`config.mk`:
```
export PLATFORM = sky130hd
export DESIGN_NAME = vend_ctrl_p_flat
export DESIGN_NICKNAME = d
export VERILOG_FILES = /design/src/rtl/vend_ctrl_p_if.sv /design/src/rtl/vend_ctrl_p.sv /design/src/flat_wrapper.sv
export SDC_FILE = /design/constraint.sdc
export NUM_CORES = 1
export LEC_CHECK = 0
export ABC_AREA = 1
export BUFFER_PORTS_ARGS = -buffer_cell sky130_fd_sc_hd__buf_2
export CORE_MARGIN = 2
export CORE_UTILIZATION = 50
export DETAILED_ROUTE_END_ITERATION = 10
export GPL_ROUTABILITY_DRIVEN = 1
export MAX_ROUTING_LAYER = met4
export PLACE_DENSITY = 0.72
export REMOVE_ABC_BUFFERS = 1
export SYNTH_ARGS = -nofsm -noshare
export SYNTH_HDL_FRONTEND = slang
export SYNTH_SLANG_ARGS = --single-unit
```
`constraint.sdc`:
```
create_clock -name clk -period 5.2 [get_ports clk]
set_input_delay 0.78 -clock clk [delete_from_list [all_inputs] [get_ports clk]]
set_output_delay 0.78 -clock clk [all_outputs]
set_load 0.1 [all_outputs]
```
`src/rtl/vend_ctrl_p_if.sv`:
```
// Front-end / actuator bundle for the vending controller.
// master: coin/keypad front end and dispenser side; slave: the controller.
interface vend_ctrl_p_if #(
  parameter int unsigned NUM_ITEMS = 8,
  parameter int unsigned IDX_W     = 3,
  parameter int unsigned PRICE_W   = 9,
  parameter int unsigned INV_W     = 4
);
  logic                         nickel;
  logic                         dime;
  logic                         quarter;
  logic                         dollar;
  logic                         pay_card;
  logic [PRICE_W-1:0]           card_balance;
  logic                         sel_valid;
  logic [IDX_W-1:0]             sel_index;
  logic                         cancel;
  logic [NUM_ITEMS*PRICE_W-1:0] price_table;
  logic                         restock;
  logic [IDX_W-1:0]             restock_index;
  logic [INV_W-1:0]             restock_count;

  logic                         vend_valid;
  logic [IDX_W-1:0]             vend_index;
  logic                         card_charge;
  logic [PRICE_W-1:0]           charge_amt;
  logic                         quarter_o;
  logic                         dime_o;
  logic                         nickel_o;
  logic                         sel_err;
  logic                         coin_reject;
  logic [PRICE_W-1:0]           credit;
  logic [NUM_ITEMS-1:0]         sold_out;
  logic                         busy;

  modport master (
    output nickel, dime, quarter, dollar, pay_card, card_balance, sel_valid, sel_index,
           cancel, price_table, restock, restock_index, restock_count,
    input  vend_valid, vend_index, card_charge, charge_amt, quarter_o, dime_o, nickel_o,
           sel_err, coin_reject, credit, sold_out, busy
  );

  modport slave (
    input  nickel, dime, quarter, dollar, pay_card, card_balance, sel_valid, sel_index,
           cancel, price_table, restock, restock_index, restock_count,
    output vend_valid, vend_index, card_charge, charge_amt, quarter_o, dime_o, nickel_o,
           sel_err, coin_reject, credit, sold_out, busy
  );
endinterface

```
`src/rtl/vend_ctrl_p.sv`:
```
// Vending controller: coin/card payment, per-slot price and inventory checks,
// single-cycle vend strobe and serial greedy change return.
module vend_ctrl_p #(
  parameter int unsigned NUM_ITEMS  = 8,
  parameter int unsigned IDX_W      = 3,
  parameter int unsigned PRICE_W    = 9,
  parameter int unsigned INV_W      = 4,
  parameter int unsigned INIT_INV   = 5,
  parameter int unsigned MAX_CREDIT = 500
) (
  input logic          clk,
  input logic          rst,
  vend_ctrl_p_if.slave bus
);
  // Wide enough for credit plus a full cycle of coins (up to 140).
  localparam int unsigned SumW    = ((PRICE_W > 8) ? PRICE_W : 8) + 1;
  localparam int unsigned InvSumW = INV_W + 1;

  typedef enum logic [1:0] {StIdle, StCollect, StVend, StChange} state_e;

  state_e             state_q;
  logic [PRICE_W-1:0] credit_q;
  logic [PRICE_W-1:0] remaining_q;
  logic [PRICE_W-1:0] price_q;
  logic [IDX_W-1:0]   idx_q;
  logic               card_q;
  logic               vend_valid_q;
  logic [IDX_W-1:0]   vend_index_q;
  logic               card_charge_q;
  logic [PRICE_W-1:0] charge_amt_q;
  logic               quarter_q;
  logic               dime_q;
  logic               nickel_q;
  logic               sel_err_q;
  logic               coin_reject_q;
  logic [INV_W-1:0]   inv_q [NUM_ITEMS];

  logic [SumW-1:0]      coin_val;
  logic [SumW-1:0]      credit_sum;
  logic                 any_coin;
  logic                 coin_fits;
  logic [PRICE_W-1:0]   sel_price;
  logic                 sel_stock;
  logic [PRICE_W-1:0]   vend_rem;
  logic [InvSumW-1:0]   inv_sum [NUM_ITEMS];
  logic [INV_W-1:0]     inv_d [NUM_ITEMS];
  logic [NUM_ITEMS-1:0] sold_vec;

  // Greedy change coin for an amount, as {quarter, dime, nickel}.
  function automatic logic [2:0] coin_pick(input logic [PRICE_W-1:0] amt);
    if (amt >= PRICE_W'(25))      coin_pick = 3'b100;
    else if (amt >= PRICE_W'(10)) coin_pick = 3'b010;
    else if (amt >= PRICE_W'(5))  coin_pick = 3'b001;
    else                          coin_pick = 3'b000;
  endfunction

  // Value of the coin coin_pick would emit for the same amount.
  function automatic logic [PRICE_W-1:0] coin_take(input logic [PRICE_W-1:0] amt);
    if (amt >= PRICE_W'(25))      coin_take = PRICE_W'(25);
    else if (amt >= PRICE_W'(10)) coin_take = PRICE_W'(10);
    else if (amt >= PRICE_W'(5))  coin_take = PRICE_W'(5);
    else                          coin_take = '0;
  endfunction

  // Value of this cycle's coin pulses and whether it fits under the credit ceiling.
  always_comb begin
    coin_val = '0;
    if (bus.nickel)  coin_val = coin_val + SumW'(5);
    if (bus.dime)    coin_val = coin_val + SumW'(10);
    if (bus.quarter) coin_val = coin_val + SumW'(25);
    if (bus.dollar)  coin_val = coin_val + SumW'(100);
    any_coin   = bus.nickel | bus.dime | bus.quarter | bus.dollar;
    credit_sum = SumW'(credit_q) + coin_val;
    coin_fits  = (credit_sum <= SumW'(MAX_CREDIT));
  end

  // Price and stock of the selected slot; out-of-range indices match nothing.
  always_comb begin
    sel_price = '0;
    sel_stock = 1'b0;
    for (int i = 0; i < NUM_ITEMS; i++) begin
      if (bus.sel_index == IDX_W'(i)) begin
        sel_price = bus.price_table[i*PRICE_W +: PRICE_W];
        sel_stock = (inv_q[i] != '0);
      end
    end
  end

  assign vend_rem = credit_q - price_q;

  // Next inventory: vend decrement and restock combine, then saturate.
  always_comb begin
    for (int i = 0; i < NUM_ITEMS; i++) begin
      inv_sum[i] = {1'b0, inv_q[i]};
      // A slot in VEND was accepted with stock > 0, so this cannot underflow.
      if (state_q == StVend && idx_q == IDX_W'(i)) begin
        inv_sum[i] = inv_sum[i] - InvSumW'(1);
      end
      if (bus.restock && bus.restock_index == IDX_W'(i)) begin
        inv_sum[i] = inv_sum[i] + {1'b0, bus.restock_count};
      end
      inv_d[i] = inv_sum[i][INV_W] ? '1 : inv_sum[i][INV_W-1:0];
    end
  end

  // Per-slot inventory registers.
  always_ff @(posedge clk or negedge rst) begin
    if (!rst) begin
      for (int i = 0; i < NUM_ITEMS; i++) inv_q[i] <= INV_W'(INIT_INV);
    end else begin
      for (int i = 0; i < NUM_ITEMS; i++) inv_q[i] <= inv_d[i];
    end
  end

  // Sold-out flags decoded straight from inventory.
  always_comb begin
    sold_vec = '0;
    for (int i = 0; i < NUM_ITEMS; i++) sold_vec[i] = (inv_q[i] == '0);
  end

  // Transaction FSM with registered strobes; outputs set on the edge entering their cycle.
  always_ff @(posedge clk or negedge rst) begin
    if (!rst) begin
      state_q       <= StIdle;
      credit_q      <= '0;
      remaining_q   <= '0;
      price_q       <= '0;
      idx_q         <= '0;
      card_q        <= 1'b0;
      vend_valid_q  <= 1'b0;
      vend_index_q  <= '0;
      card_charge_q <= 1'b0;
      charge_amt_q  <= '0;
      quarter_q     <= 1'b0;
      dime_q        <= 1'b0;
      nickel_q      <= 1'b0;
      sel_err_q     <= 1'b0;
      coin_reject_q <= 1'b0;
    end else begin
      vend_valid_q                    <= 1'b0;
      vend_index_q                    <= '0;
      card_charge_q                   <= 1'b0;
      charge_amt_q                    <= '0;
      {quarter_q, dime_q, nickel_q}   <= 3'b000;
      sel_err_q                       <= 1'b0;
      coin_reject_q                   <= 1'b0;
      unique case (state_q)
        StIdle: begin
          if (bus.sel_valid && bus.pay_card && sel_stock && bus.card_balance >= sel_price) begin
            state_q       <= StVend;
            card_q        <= 1'b1;
            idx_q         <= bus.sel_index;
            price_q       <= sel_price;
            vend_valid_q  <= 1'b1;
            vend_index_q  <= bus.sel_index;
            card_charge_q <= 1'b1;
            charge_amt_q  <= sel_price;
            coin_reject_q <= any_coin;
          end else begin
            sel_err_q <= bus.sel_valid;
            if (any_coin) begin
              if (coin_fits) begin
                credit_q <= PRICE_W'(credit_sum);
                state_q  <= StCollect;
              end else begin
                coin_reject_q <= 1'b1;
              end
            end
          end
        end
        StCollect: begin
          if (bus.cancel) begin
            // First refund coin goes out on this same edge.
            state_q                       <= StChange;
            credit_q                      <= '0;
            {quarter_q, dime_q, nickel_q} <= coin_pick(credit_q);
            remaining_q                   <= credit_q - coin_take(credit_q);
            coin_reject_q                 <= any_coin;
          end else if (bus.sel_valid && sel_stock && credit_q >= sel_price) begin
            state_q       <= StVend;
            card_q        <= 1'b0;
            idx_q         <= bus.sel_index;
            price_q       <= sel_price;
            vend_valid_q  <= 1'b1;
            vend_index_q  <= bus.sel_index;
            coin_reject_q <= any_coin;
          end else begin
            sel_err_q <= bus.sel_valid;
            if (any_coin) begin
              if (coin_fits) credit_q <= PRICE_W'(credit_sum);
              else           coin_reject_q <= 1'b1;
            end
          end
        end
        StVend: begin
          coin_reject_q <= any_coin;
          credit_q      <= '0;
          if (card_q || vend_rem < PRICE_W'(5)) begin
            state_q <= StIdle;
          end else begin
            state_q                       <= StChange;
            {quarter_q, dime_q, nickel_q} <= coin_pick(vend_rem);
            remaining_q                   <= vend_rem - coin_take(vend_rem);
          end
        end
        StChange: begin
          coin_reject_q <= any_coin;
          if (remaining_q >= PRICE_W'(5)) begin
            {quarter_q, dime_q, nickel_q} <= coin_pick(remaining_q);
            remaining_q                   <= remaining_q - coin_take(remaining_q);
          end else begin
            // Sub-nickel residue is dropped.
            state_q     <= StIdle;
            remaining_q <= '0;
          end
        end
      endcase
    end
  end

  assign bus.vend_valid  = vend_valid_q;
  assign bus.vend_index  = vend_index_q;
  assign bus.card_charge = card_charge_q;
  assign bus.charge_amt  = charge_amt_q;
  assign bus.quarter_o   = quarter_q;
  assign bus.dime_o      = dime_q;
  assign bus.nickel_o    = nickel_q;
  assign bus.sel_err     = sel_err_q;
  assign bus.coin_reject = coin_reject_q;
  assign bus.credit      = credit_q;
  assign bus.sold_out    = sold_vec;
  assign bus.busy        = (state_q == StVend) || (state_q == StChange);
endmodule

```
`src/flat_wrapper.sv`:
```
// flat-port wrapper written by rule: the top's interface ports become plain ports
module vend_ctrl_p_flat 
#(
  parameter int unsigned NUM_ITEMS  = 8,
  parameter int unsigned IDX_W      = 3,
  parameter int unsigned PRICE_W    = 9,
  parameter int unsigned INV_W      = 4,
  parameter int unsigned INIT_INV   = 5,
  parameter int unsigned MAX_CREDIT = 500
)
  (clk, rst, bus_nickel, bus_dime, bus_quarter, bus_dollar, bus_pay_card, bus_card_balance, bus_sel_valid, bus_sel_index, bus_cancel, bus_price_table, bus_restock, bus_restock_index, bus_restock_count, bus_vend_valid, bus_vend_index, bus_card_charge, bus_charge_amt, bus_quarter_o, bus_dime_o, bus_nickel_o, bus_sel_err, bus_coin_reject, bus_credit, bus_sold_out, bus_busy);
  vend_ctrl_p_if #(.NUM_ITEMS(NUM_ITEMS), .IDX_W(IDX_W), .PRICE_W(PRICE_W), .INV_W(INV_W)) bus_i ();
  input logic clk;
  input logic rst;
  input wire logic [$bits(bus_i.nickel)-1:0] bus_nickel;
  input wire logic [$bits(bus_i.dime)-1:0] bus_dime;
  input wire logic [$bits(bus_i.quarter)-1:0] bus_quarter;
  input wire logic [$bits(bus_i.dollar)-1:0] bus_dollar;
  input wire logic [$bits(bus_i.pay_card)-1:0] bus_pay_card;
  input wire logic [$bits(bus_i.card_balance)-1:0] bus_card_balance;
  input wire logic [$bits(bus_i.sel_valid)-1:0] bus_sel_valid;
  input wire logic [$bits(bus_i.sel_index)-1:0] bus_sel_index;
  input wire logic [$bits(bus_i.cancel)-1:0] bus_cancel;
  input wire logic [$bits(bus_i.price_table)-1:0] bus_price_table;
  input wire logic [$bits(bus_i.restock)-1:0] bus_restock;
  input wire logic [$bits(bus_i.restock_index)-1:0] bus_restock_index;
  input wire logic [$bits(bus_i.restock_count)-1:0] bus_restock_count;
  output wire logic [$bits(bus_i.vend_valid)-1:0] bus_vend_valid;
  output wire logic [$bits(bus_i.vend_index)-1:0] bus_vend_index;
  output wire logic [$bits(bus_i.card_charge)-1:0] bus_card_charge;
  output wire logic [$bits(bus_i.charge_amt)-1:0] bus_charge_amt;
  output wire logic [$bits(bus_i.quarter_o)-1:0] bus_quarter_o;
  output wire logic [$bits(bus_i.dime_o)-1:0] bus_dime_o;
  output wire logic [$bits(bus_i.nickel_o)-1:0] bus_nickel_o;
  output wire logic [$bits(bus_i.sel_err)-1:0] bus_sel_err;
  output wire logic [$bits(bus_i.coin_reject)-1:0] bus_coin_reject;
  output wire logic [$bits(bus_i.credit)-1:0] bus_credit;
  output wire logic [$bits(bus_i.sold_out)-1:0] bus_sold_out;
  output wire logic [$bits(bus_i.busy)-1:0] bus_busy;
  assign bus_i.nickel = bus_nickel;
  assign bus_i.dime = bus_dime;
  assign bus_i.quarter = bus_quarter;
  assign bus_i.dollar = bus_dollar;
  assign bus_i.pay_card = bus_pay_card;
  assign bus_i.card_balance = bus_card_balance;
  assign bus_i.sel_valid = bus_sel_valid;
  assign bus_i.sel_index = bus_sel_index;
  assign bus_i.cancel = bus_cancel;
  assign bus_i.price_table = bus_price_table;
  assign bus_i.restock = bus_restock;
  assign bus_i.restock_index = bus_restock_index;
  assign bus_i.restock_count = bus_restock_count;
  assign bus_vend_valid = bus_i.vend_valid;
  assign bus_vend_index = bus_i.vend_index;
  assign bus_card_charge = bus_i.card_charge;
  assign bus_charge_amt = bus_i.charge_amt;
  assign bus_quarter_o = bus_i.quarter_o;
  assign bus_dime_o = bus_i.dime_o;
  assign bus_nickel_o = bus_i.nickel_o;
  assign bus_sel_err = bus_i.sel_err;
  assign bus_coin_reject = bus_i.coin_reject;
  assign bus_credit = bus_i.credit;
  assign bus_sold_out = bus_i.sold_out;
  assign bus_busy = bus_i.busy;
  vend_ctrl_p #(.NUM_ITEMS(NUM_ITEMS), .IDX_W(IDX_W), .PRICE_W(PRICE_W), .INV_W(INV_W), .INIT_INV(INIT_INV), .MAX_CREDIT(MAX_CREDIT)) u_core (.clk(clk), .rst(rst), .bus(bus_i));
endmodule
```
==> results.sh, run 1 <==
export IMPL_timing_hold_violations_final=0
export IMPL_syn_area_um2=8880
export IMPL_antenna_found_initial=0
export IMPL_leakage_nw=5.51
export IMPL_grt_setup_unrepaired="false"
export IMPL_fin_ws_ns=0.793
export IMPL_grt_overflow=0
export IMPL_ys_dominant_reg_cell="dfrtp_1"
export IMPL_fillers=1634
export IMPL_drc_errors=0
export IMPL_worst_pin_slew_ns=0.673
export IMPL_place_congestion=0.945
export IMPL_cp_max_fo=6
export IMPL_crit_path_start_kind="register"
export IMPL_cts_tree="done"
export IMPL_slew_headroom=0.547
export IMPL_setup_tns_final_ns=0
export IMPL_cpMostUsedCell="nand2_1"
export IMPL_clkTransAtPathRegs_ns=0.06
export IMPL_skew_ns=0.00596
export IMPL_ctsHtreeMaxLevel=3
export IMPL_clk_path_buf_depth=2
export IMPL_power_density_nw_per_um2=650
export IMPL_min_path_type="input pin to asynchronous set/reset pin"
export IMPL_place_ws_ns=0.817
export IMPL_grt_usage=0.280
export IMPL_layout_drive_gt1_share=0.168
export IMPL_postRouteAntennaNets=0
export IMPL_maxCapViolCount=0
export IMPL_setup_viol=0
export IMPL_cts_sinks=84
export IMPL_synth_seq_cells=84
export IMPL_fmax_mhz=227
export IMPL_routed_via_density=5.30
export IMPL_fp_dieW_um=137
export IMPL_grt_pass1_wl_um=40500
export IMPL_ir_worst_vdd_mv=0.460
export IMPL_hpwl_um=19100
export IMPL_grt_pass1_vias=8447
export IMPL_ys_seq_area_frac=0.239
export IMPL_cts_root_buf="clkbuf_16"
export IMPL_drt_wl_total_um=24000
export IMPL_criticalPathCategory="register to register"
export IMPL_synth_edf_count=0
export IMPL_grt_start_max_net_pins=49
export IMPL_firstDrtPassIters=5
export IMPL_synth_warnings=0
export IMPL_min_period_ns=4.41
export IMPL_numCtsBuffers=9
export IMPL_crit_arrival_ns=4.64
export IMPL_slew_violations=0
export IMPL_portBuffers=137
export IMPL_finalNetCount=1634
export IMPL_post_cts_setup_buffer_count=0
export IMPL_wire_per_inst_um=14.6
export IMPL_die_area_um2=18800
export IMPL_yosys_area_top_type="dfrtp_1"
export IMPL_num_antenna_cells=0
export IMPL_vias=8715
export IMPL_drt_iter0_drc=565
export IMPL_yosysTopAreaCellShare=0.192
export IMPL_synth_cell_type_count=52
export IMPL_synthCells=1268
export IMPL_synthToLayoutAreaGrowth_pct=14.6
export IMPL_num_rows=48
export IMPL_end_kind="register"
export IMPL_cts_resized_gates=0
export IMPL_outcome="completed"
export IMPL_slowest_stage="fa_1"
export IMPL_cts_hold_buf=0
export IMPL_start_util=0.512
export IMPL_required_ns=5.43
export IMPL_ioPinCount=138
export IMPL_clkLatencyLatePin_ns=0.36
export IMPL_die_h_um=137
export IMPL_max_stage_delay_ns=0.42
export IMPL_coreArea_um2=17400
export IMPL_synthTopCellsByArea="dfrtp_1 (19%), ha_1 (15%), nand2_1 (11%)"
export IMPL_timing_final_crit_share=0.848
export IMPL_post_route_util=0.586
export IMPL_postSynthAreaPerCell_um2=7.00
export IMPL_ys_async_sr_fraction=1.00
[state kept, by name (all words and copies together) (netlist names)]
signal	cells
u_core.inv_q	32
u_core.state_q	2
u_core.price_q	9
u_core.bus.credit	9
u_core.remaining_q	9
u_core.card_q	1
u_core.bus.vend_index	3
u_core.bus.card_charge	1
u_core.bus.nickel_o	1
u_core.bus.dime_o	1
u_core.bus.vend_valid	1
u_core.idx_q	3
u_core.bus.charge_amt	9
u_core.bus.sel_err	1
u_core.bus.coin_reject	1
u_core.bus.quarter_o	1
[synthesized netlist by cell type, drive strengths merged (13+ instances only)]
library cell / number
a21oi: 72
nor3: 19
inv: 233
xor2: 39
nand2: 281
ha: 107
dfstp: 16
o21ai: 98
dfrtp: 68
nor2: 145
fa: 13
nand3: 54
nand4: 33
[cells in the final DEF, fill, tap and decap left out, types with 5 or more instances in the layout]
| master | n |
|---|---|
| o21ba_2 | 6 |
| clkbuf_16 | 9 |
| ha_1 | 107 |
| o21ai_1 | 6 |
| nor2_1 | 139 |
| buf_2 | 136 |
| nand2_1 | 263 |
| fa_1 | 13 |
| a21oi_1 | 71 |
| dfrtp_1 | 68 |
| inv_2 | 6 |
| buf_4 | 9 |
| nand2_2 | 16 |
| o21ai_2 | 15 |
| dfstp_2 | 16 |
| xor2_1 | 39 |
| xnor2_1 | 12 |
| o221ai_1 | 6 |
| nor3_1 | 18 |
| nand3_1 | 49 |
| a31oi_1 | 5 |
| o21ai_0 | 77 |
| nand4_1 | 32 |
| inv_1 | 227 |
| a221oi_1 | 9 |
[worst max-delay path: cells and delay by family, from the launching register on]
family                     cells  cell delay (ns)
DFF                            1             0.40
adders and majority gates      4             1.15
buffers and inverters          4             0.45
AOI/OAI and AO/OA              3             0.36
and+or+nand+nor               21             1.93
[path summary, 6_finish.rpt]
check	slack, ns	cells after the start	endpoint	startpoint
max	0.79	32	u_core.remaining_q[8]$_DFFE_PN0P_	u_core.bus.credit[0]$_DFFE_PN0P_
min	0.39	1	u_core.inv_q[27]$_DFF_PN0_	rst
max reg2reg	0.79	32	u_core.remaining_q[8]$_DFFE_PN0P_	u_core.bus.credit[0]$_DFFE_PN0P_
min reg2reg	0.49	2	u_core.price_q[1]$_DFFE_PN0P_	u_core.price_q[1]$_DFFE_PN0P_
max in group asynchronous	3.78	2	u_core.bus.credit[1]$_DFFE_PN0P_	rst
min in group clk	0.49	2	u_core.price_q[1]$_DFFE_PN0P_	u_core.price_q[1]$_DFFE_PN0P_
[power by group]
| part | internal (mW) | total, mW | switching, mW |
|---|---|---|---|
| clock | 0.483 | 0.765 | 0.282 |
| sequential | 0.972 | 1.19 | 0.215 |
| combinational | 1.58 | 4.67 | 3.09 |
| total | 3.03 | 6.62 | 3.59 |
[metrics by stage]
stage	hold slack, ns	total power [mW]	instances	cell area, um2
after floorplan	0.459	4.79	1257	8800
final	0.388	6.62	1643	10200
after global routing	0.431	7.35	1643	10200
after detailed placement	0.473	5.81	1627	9830
after global placement	0.472	5.70	1627	9830
after CTS	0.407	6.62	1643	10200
[cell type report]
class                           count  area (um2)  area share
Clock buffer                       12         246      0.0242
Sequential cell                    84        2120       0.209
Multi-Input combinational cell    938        5800       0.570
Timing Repair Buffer              145         748      0.0735
Inverter                          235         882      0.0867
Clock inverter                      4        97.6     0.00959
Tap cell                          225         282      0.0277
[cells by family (layout without fill, tap and decap cells)]
| logic type | count (synthesis) | count (layout) | synth area share |
|---|---|---|---|
| buffers and inverters | 246 | 396 | 0.108 |
| flip-flops | 84 | 84 | 0.239 |
| AND/OR/NAND/NOR | 544 | 544 | 0.270 |
| AO/OA/AOI/OAI | 223 | 223 | 0.152 |
| adder cells (fa/ha/maj) | 120 | 120 | 0.180 |
| XOR/XNOR | 51 | 51 | 0.0503 |
[routing by layer]
layer  up-vias  wire [um]  global-route usage  share of wire
li1       4414          -                   -              -
met3        49       1270              0.0412          0.053
met5         -          0                   -              0
met4         0        602              0.0956          0.025
met2       244      11700               0.474           0.49
met1      4008      10400               0.341           0.43
Note: power is estimated with default switching activity, not from simulation.
==> run 2, diff against run 1 <==
==> constraint.sdc (replaced) <==
create_clock -name clk -period 4.14 [get_ports clk]
set_input_delay 0.621 -clock clk [delete_from_list [all_inputs] [get_ports clk]]
set_output_delay 0.621 -clock clk [all_outputs]
set_load 0.1 [all_outputs]
==> run 2 against run 1 <==
Compared with the run above:
- sequential share of layout area fell by 0.16 points
- largest cell class unchanged
- global-route usage is 0.50 points lower
- hold slack lost 0.060 ns
- sequential cell count stayed put
- cell count is 0.67% higher
- routed wire length up 1.9%
- die area is the same
- sequential power rose by 25%
- power increased by 28%
==> results.sh, run 2 (same netlist as run 1, synthesis figures left out) <==
export IMPL_outcome="completed"
export IMPL_synthToLayoutAreaGrowth_pct=15.4
export IMPL_end_kind="register"
export IMPL_clk_path_buf_depth=2
export IMPL_place_congestion=0.973
export IMPL_grt_pass1_vias=8188
export IMPL_leakage_nw=5.54
export IMPL_min_period_ns=3.85
export IMPL_vias=8829
export IMPL_cpMostUsedCell="nand2_1"
export IMPL_timing_hold_violations_final=0
export IMPL_firstDrtPassIters=5
export IMPL_crit_path_start_kind="register"
export IMPL_switching_share=0.555
export IMPL_final_area_um2=10300
export IMPL_max_stage_delay_ns=0.40
export IMPL_required_ns=4.37
export IMPL_regMostFlops="u_core.inv_q"
export IMPL_power_density_nw_per_um2=823
export IMPL_largest_reg_flops=32
export IMPL_cts_root_buf="clkbuf_16"
export IMPL_finalNetCount=1645
export IMPL_combPwrFrac=0.731
export IMPL_cp_max_fo=3
export IMPL_slew_violations=0
export IMPL_p_sw_mw=4.68
export IMPL_drt_wl_total_um=24500
export IMPL_clkTransAtPathRegs_ns=0.07
export IMPL_die_area_um2=18800
export IMPL_coreArea_um2=17400
export IMPL_postPlaceCellArea_um2=9900
export IMPL_internal_power_mw=3.76
export IMPL_timing_final_crit_share=0.931
export IMPL_fillers=1617
export IMPL_grt_start_max_net_pins=62
export IMPL_seqPwrFrac=0.177
export IMPL_die_h_um=137
export IMPL_clkLatencyLatePin_ns=0.35
export IMPL_postRouteAntennaNets=0
export IMPL_start_util=0.512
export IMPL_num_antenna_cells=0
export IMPL_criticalPathCategory="register to register"
export IMPL_ioPinCount=138
export IMPL_grt_overflow=0
export IMPL_wire_per_inst_um=14.8
export IMPL_final_common_cell="nand2_1"
export IMPL_p_clk_frac=0.092
export IMPL_maxCapViolCount=0
export IMPL_routed_via_density=5.34
export IMPL_dpl_cell_count=1636
export IMPL_slowest_stage="dfrtp_1"
export IMPL_cts_tree="done"
export IMPL_fin_ws_ns=0.287
export IMPL_setup_viol=0
export IMPL_fp_dieW_um=137
export IMPL_hpwl_um=19600
export IMPL_place_ws_ns=-0.0714
export IMPL_worst_pin_slew_ns=0.802
export IMPL_layout_drive_gt1_share=0.184
export IMPL_drc_errors=0
export IMPL_grt_usage=0.275
export IMPL_slew_headroom=0.466
export IMPL_layout_common_cells="nand2_1 (260), inv_1 (225), nor2_1 (137)"
export IMPL_min_path_type="input pin to asynchronous set/reset pin"
export IMPL_skew_ns=0.0114
export IMPL_fmax_mhz=260
export IMPL_whs_ns=0.329
export IMPL_crit_arrival_ns=4.08
export IMPL_num_rows=48
export IMPL_ir_worst_vdd_mv=0.530
export IMPL_portBuffers=137
export IMPL_numCtsBuffers=9
export IMPL_ctsHtreeMaxLevel=3
export IMPL_antenna_found_initial=0
export IMPL_layoutNonFillerInstCount=1654
export IMPL_cts_sinks=84
export IMPL_drt_iter0_drc=582
export IMPL_grt_pass1_wl_um=39500
## run 2: repair_timing
action | in CTS | in global routing
endpoints found under the setup margin | 2 | 5
pin swaps | 0 | 8
hold buffers | 0 | 0
setup buffers | 0 | 2
resized for setup | 1 | 20
## run 2: cell type report
type / count / area [um2] / share of cell area
well taps: 225 / 282 / 0.0275
repair buffers: 156 / 831 / 0.0810
clock buffers: 12 / 246 / 0.0240
multi-input cells: 938 / 5870 / 0.572
flip-flops and latches: 84 / 2120 / 0.207
clock inverters: 4 / 25.0 / 0.00244
inverters: 235 / 882 / 0.0860
## run 2: stage by stage
stage | total power [mW] | util | setup TNS, ns
4_1_cts | 8.20 | 0.586 | 0
6_report | 8.44 | 0.591 | 0
2_1_floorplan | 6.02 | - | -0.751
3_3_place_gp | 7.23 | 0.570 | 0
3_5_place_dp | 7.35 | 0.570 | -0.0714
5_1_grt | 9.31 | 0.591 | -0.00308
## run 2: worst max-delay path, delay by kind of cell, from the launching register on
family          cells  cell delay [ns]
buf+inv             4             0.26
flops               1             0.40
fa+ha+maj           4             1.03
compound gates      3             0.30
simple gates       21             1.74
## run 2: power groups by stage
stage	combinational (mW)	clock, mW	sequential (mW)
final	6.17	0.779	1.49
after detailed placement	5.85	0	1.50
after global routing	6.96	0.813	1.54
after global placement	5.75	0	1.48
after CTS	5.93	0.783	1.49
after floorplan	4.12	0	1.90
## run 2: path summary, 6_finish.rpt
check                                                 start                                 to  slack, ns  depth (start not counted)
max                        u_core.bus.credit[0]$_DFFE_PN0P_  u_core.remaining_q[8]$_DFFE_PN0P_       0.29                         32
min                                                     rst         u_core.inv_q[27]$_DFF_PN0_       0.33                          1
max reg2reg                u_core.bus.credit[0]$_DFFE_PN0P_  u_core.remaining_q[8]$_DFFE_PN0P_       0.29                         32
min reg2reg                   u_core.price_q[2]$_DFFE_PN0P_      u_core.price_q[2]$_DFFE_PN0P_       0.50                          2
max in group asynchronous                               rst  u_core.remaining_q[4]$_DFFE_PN0P_       2.93                          2
min in group clk              u_core.price_q[2]$_DFFE_PN0P_      u_core.price_q[2]$_DFFE_PN0P_       0.50                          2
## run 2: per-layer routing
metal,share of wire,vias up,wire length [um],global-route usage
met2,0.49,228,11900,0.466
met4,0.020,0,497,0.0722
met3,0.057,39,1390,0.0467
li1,-,4448,-,-
met5,0,-,0,-
met1,0.43,4114,10600,0.339
==> run 3, diff against run 2 <==
--- a/config.mk
+++ b/config.mk
@@ -12,7 +12,7 @@
 export DETAILED_ROUTE_END_ITERATION = 10
 export GPL_ROUTABILITY_DRIVEN = 1
 export MAX_ROUTING_LAYER = met4
-export PLACE_DENSITY = 0.72
+export PLACE_DENSITY = 0.79
 export REMOVE_ABC_BUFFERS = 1
 export SYNTH_ARGS = -nofsm -noshare
 export SYNTH_HDL_FRONTEND = slang
==> run 3 against run 2 <==
Compared with the run above:
- register-to-register slack got worse by 0.26 ns
- global-route usage up 0.48 points
- via count increased by 2.7%
- highest routed layer unchanged
==> results.sh, run 3 (same netlist as run 1, synthesis figures left out) <==
export IMPL_antenna_found_initial=0
export IMPL_criticalPathCategory="register to register"
export IMPL_crit_path_start_kind="register"
export IMPL_layout_common_cells="nand2_1 (257), inv_1 (224), nor2_1 (137)"
export IMPL_coreArea_um2=17400
export IMPL_power_mw=8.93
export IMPL_start_util=0.512
export IMPL_ir_worst_vdd_mv=0.616
export IMPL_num_rows=48
export IMPL_clkLatencyLatePin_ns=0.36
export IMPL_clkTransAtPathRegs_ns=0.07
export IMPL_num_antenna_cells=0
export IMPL_end_kind="register"
export IMPL_crit_arrival_ns=4.37
export IMPL_finalNetCount=1653
export IMPL_synthToLayoutAreaGrowth_pct=17.1
export IMPL_setup_viol=0
export IMPL_die_area_um2=18800
export IMPL_drt_iter0_drc=713
export IMPL_ctsHtreeMaxLevel=3
export IMPL_ioPinCount=138
export IMPL_worst_pin_slew_ns=0.803
export IMPL_hpwl_um=19700
export IMPL_cts_root_buf="clkbuf_16"
export IMPL_outcome="completed"
export IMPL_place_congestion=1.01
export IMPL_timing_hold_violations_final=0
export IMPL_r2r_cells=28
export IMPL_grt_usage=0.279
export IMPL_fin_ws_ns=0.0277
export IMPL_place_ws_ns=-0.104
export IMPL_worst_path_buf_inv=6
export IMPL_power_density_nw_per_um2=858
export IMPL_cts_hold_buf=0
export IMPL_crit_family="simple AND/OR/NAND/NOR gates"
export IMPL_fp_dieW_um=137
export IMPL_grt_pass1_vias=8555
export IMPL_timing_final_crit_share=0.993
export IMPL_startpoint="u_core.bus.credit[0]$_DFFE_PN0P_"
export IMPL_grt_overflow=0
export IMPL_min_period_ns=4.11
export IMPL_drc_errors=0
export IMPL_max_stage_delay_ns=0.39
export IMPL_grt_pass1_wl_um=40300
export IMPL_skew_ns=0.00744
export IMPL_cts_tree="done"
export IMPL_r2r_setup_slack_ns=0.03
export IMPL_wire_per_inst_um=15.2
export IMPL_reg2reg_to="u_core.remaining_q[6]$_DFFE_PN0P_"
export IMPL_min_path_type="input pin to asynchronous set/reset pin"
export IMPL_cpMostUsedCell="nand2_2"
export IMPL_clk_path_buf_depth=2
export IMPL_vias=9070
export IMPL_die_h_um=137
export IMPL_maxCapViolCount=0
export IMPL_postRouteAntennaNets=0
export IMPL_drt_wl_total_um=25200
export IMPL_final_common_cell="nand2_1"
export IMPL_largest_reg_flops=32
export IMPL_cp_max_fo=3
export IMPL_layout_drive_gt1_share=0.193
export IMPL_required_ns=4.40
export IMPL_cts_sinks=84
export IMPL_worstReg2RegStart="u_core.bus.credit[0]$_DFFE_PN0P_"
export IMPL_fmax_mhz=243
export IMPL_slowest_stage="dfrtp_1"
export IMPL_firstDrtPassIters=7
export IMPL_portBuffers=137
export IMPL_regMostFlops="u_core.inv_q"
export IMPL_slew_headroom=0.465
export IMPL_grt_setup_unrepaired="true"
export IMPL_slew_violations=0
export IMPL_numCtsBuffers=9
export IMPL_grt_start_max_net_pins=58
export IMPL_leakage_nw=5.61
export IMPL_fillers=1546
export IMPL_routed_via_density=5.46
==> run 3: cell count changes in the layout (fill, tap and decap cells not counted), sizes merged <==
cell and delta:
bufinv +3, clkbuf -2, buf +8, clkinvlp -1
==> run 3: layout make-up <==
class | count | area (um2) | share of cell area
Multi-Input combinational cell | 938 | 5870 | 0.564
Sequential cell | 84 | 2120 | 0.204
Timing Repair Buffer | 164 | 891 | 0.0857
Inverter | 235 | 887 | 0.0853
Tap cell | 225 | 282 | 0.0271
Clock buffer | 10 | 239 | 0.0230
Clock inverter | 6 | 111 | 0.0107
==> run 3: worst max path at each step <==
stage / slack, ns / cells after the start / endpoint
6_report: 0.03 / 28 / u_core.remaining_q[6]$_DFFE_PN0P_
4_1_cts: 0.02 / 32 / u_core.remaining_q[8]$_DFFE_PN0P_
3_5_place_dp: -0.10 / 32 / u_core.remaining_q[8]$_DFFE_PN0P_
5_1_grt: -0.22 / 28 / u_core.remaining_q[6]$_DFFE_PN0P_
2_1_floorplan: -0.34 / 31 / u_core.remaining_q[8]$_DFFE_PN0P_
3_3_place_gp: 0.12 / 32 / u_core.remaining_q[8]$_DFFE_PN0P_
==> run 3: worst reg2reg max path, delay by kind of cell (launching register included) <==
kind                       cells  cell delay (ns)
and+or+nand+nor               13             1.41
adders and majority gates      4             1.03
AOI/OAI and AO/OA              3             0.32
xor gates and xnor gates       2             0.33
buffers and inverters          6             0.55
DFF                            1             0.39
==> run 3: routing by layer <==
| metal | global-route usage | wire length [um] | up-vias |
|---|---|---|---|
| met1 | 0.331 | 10500 | 4200 |
| met5 | - | 0 | - |
| met2 | 0.470 | 12200 | 352 |
| met4 | 0.0905 | 707 | 0 |
| li1 | - | - | 4454 |
| met3 | 0.0644 | 1850 | 64 |
==> run 3: power breakdown <==
| group | switching (mW) | internal, mW | total, mW |
|---|---|---|---|
| Clock | 0.368 | 0.606 | 0.974 |
| Combinational | 4.20 | 2.26 | 6.46 |
| Sequential | 0.271 | 1.22 | 1.49 |
| Total | 4.84 | 4.09 | 8.93 |
==> run 3: what timing repair did <==
item	4_1_cts	5_1_grt
gates cloned	0	0
pin swaps	1	12
buffers inserted	0	10
resized for setup	2	23
setup endpoints to repair	2	5
endpoints found under the hold margin	0	0
==> run 3: through the flow <==
stage                     hold WS [ns]  cell area [um2]  instances   util  TNS [ns]
after global placement           0.473             9900       1636  0.570         0
after global routing             0.400            10400       1662  0.599    -0.441
after floorplan                  0.325             8800       1257      -    -0.751
final                            0.350            10400       1662  0.599         0
after CTS                        0.377            10300       1652  0.591         0
after detailed placement         0.477             9900       1636  0.570    -0.138
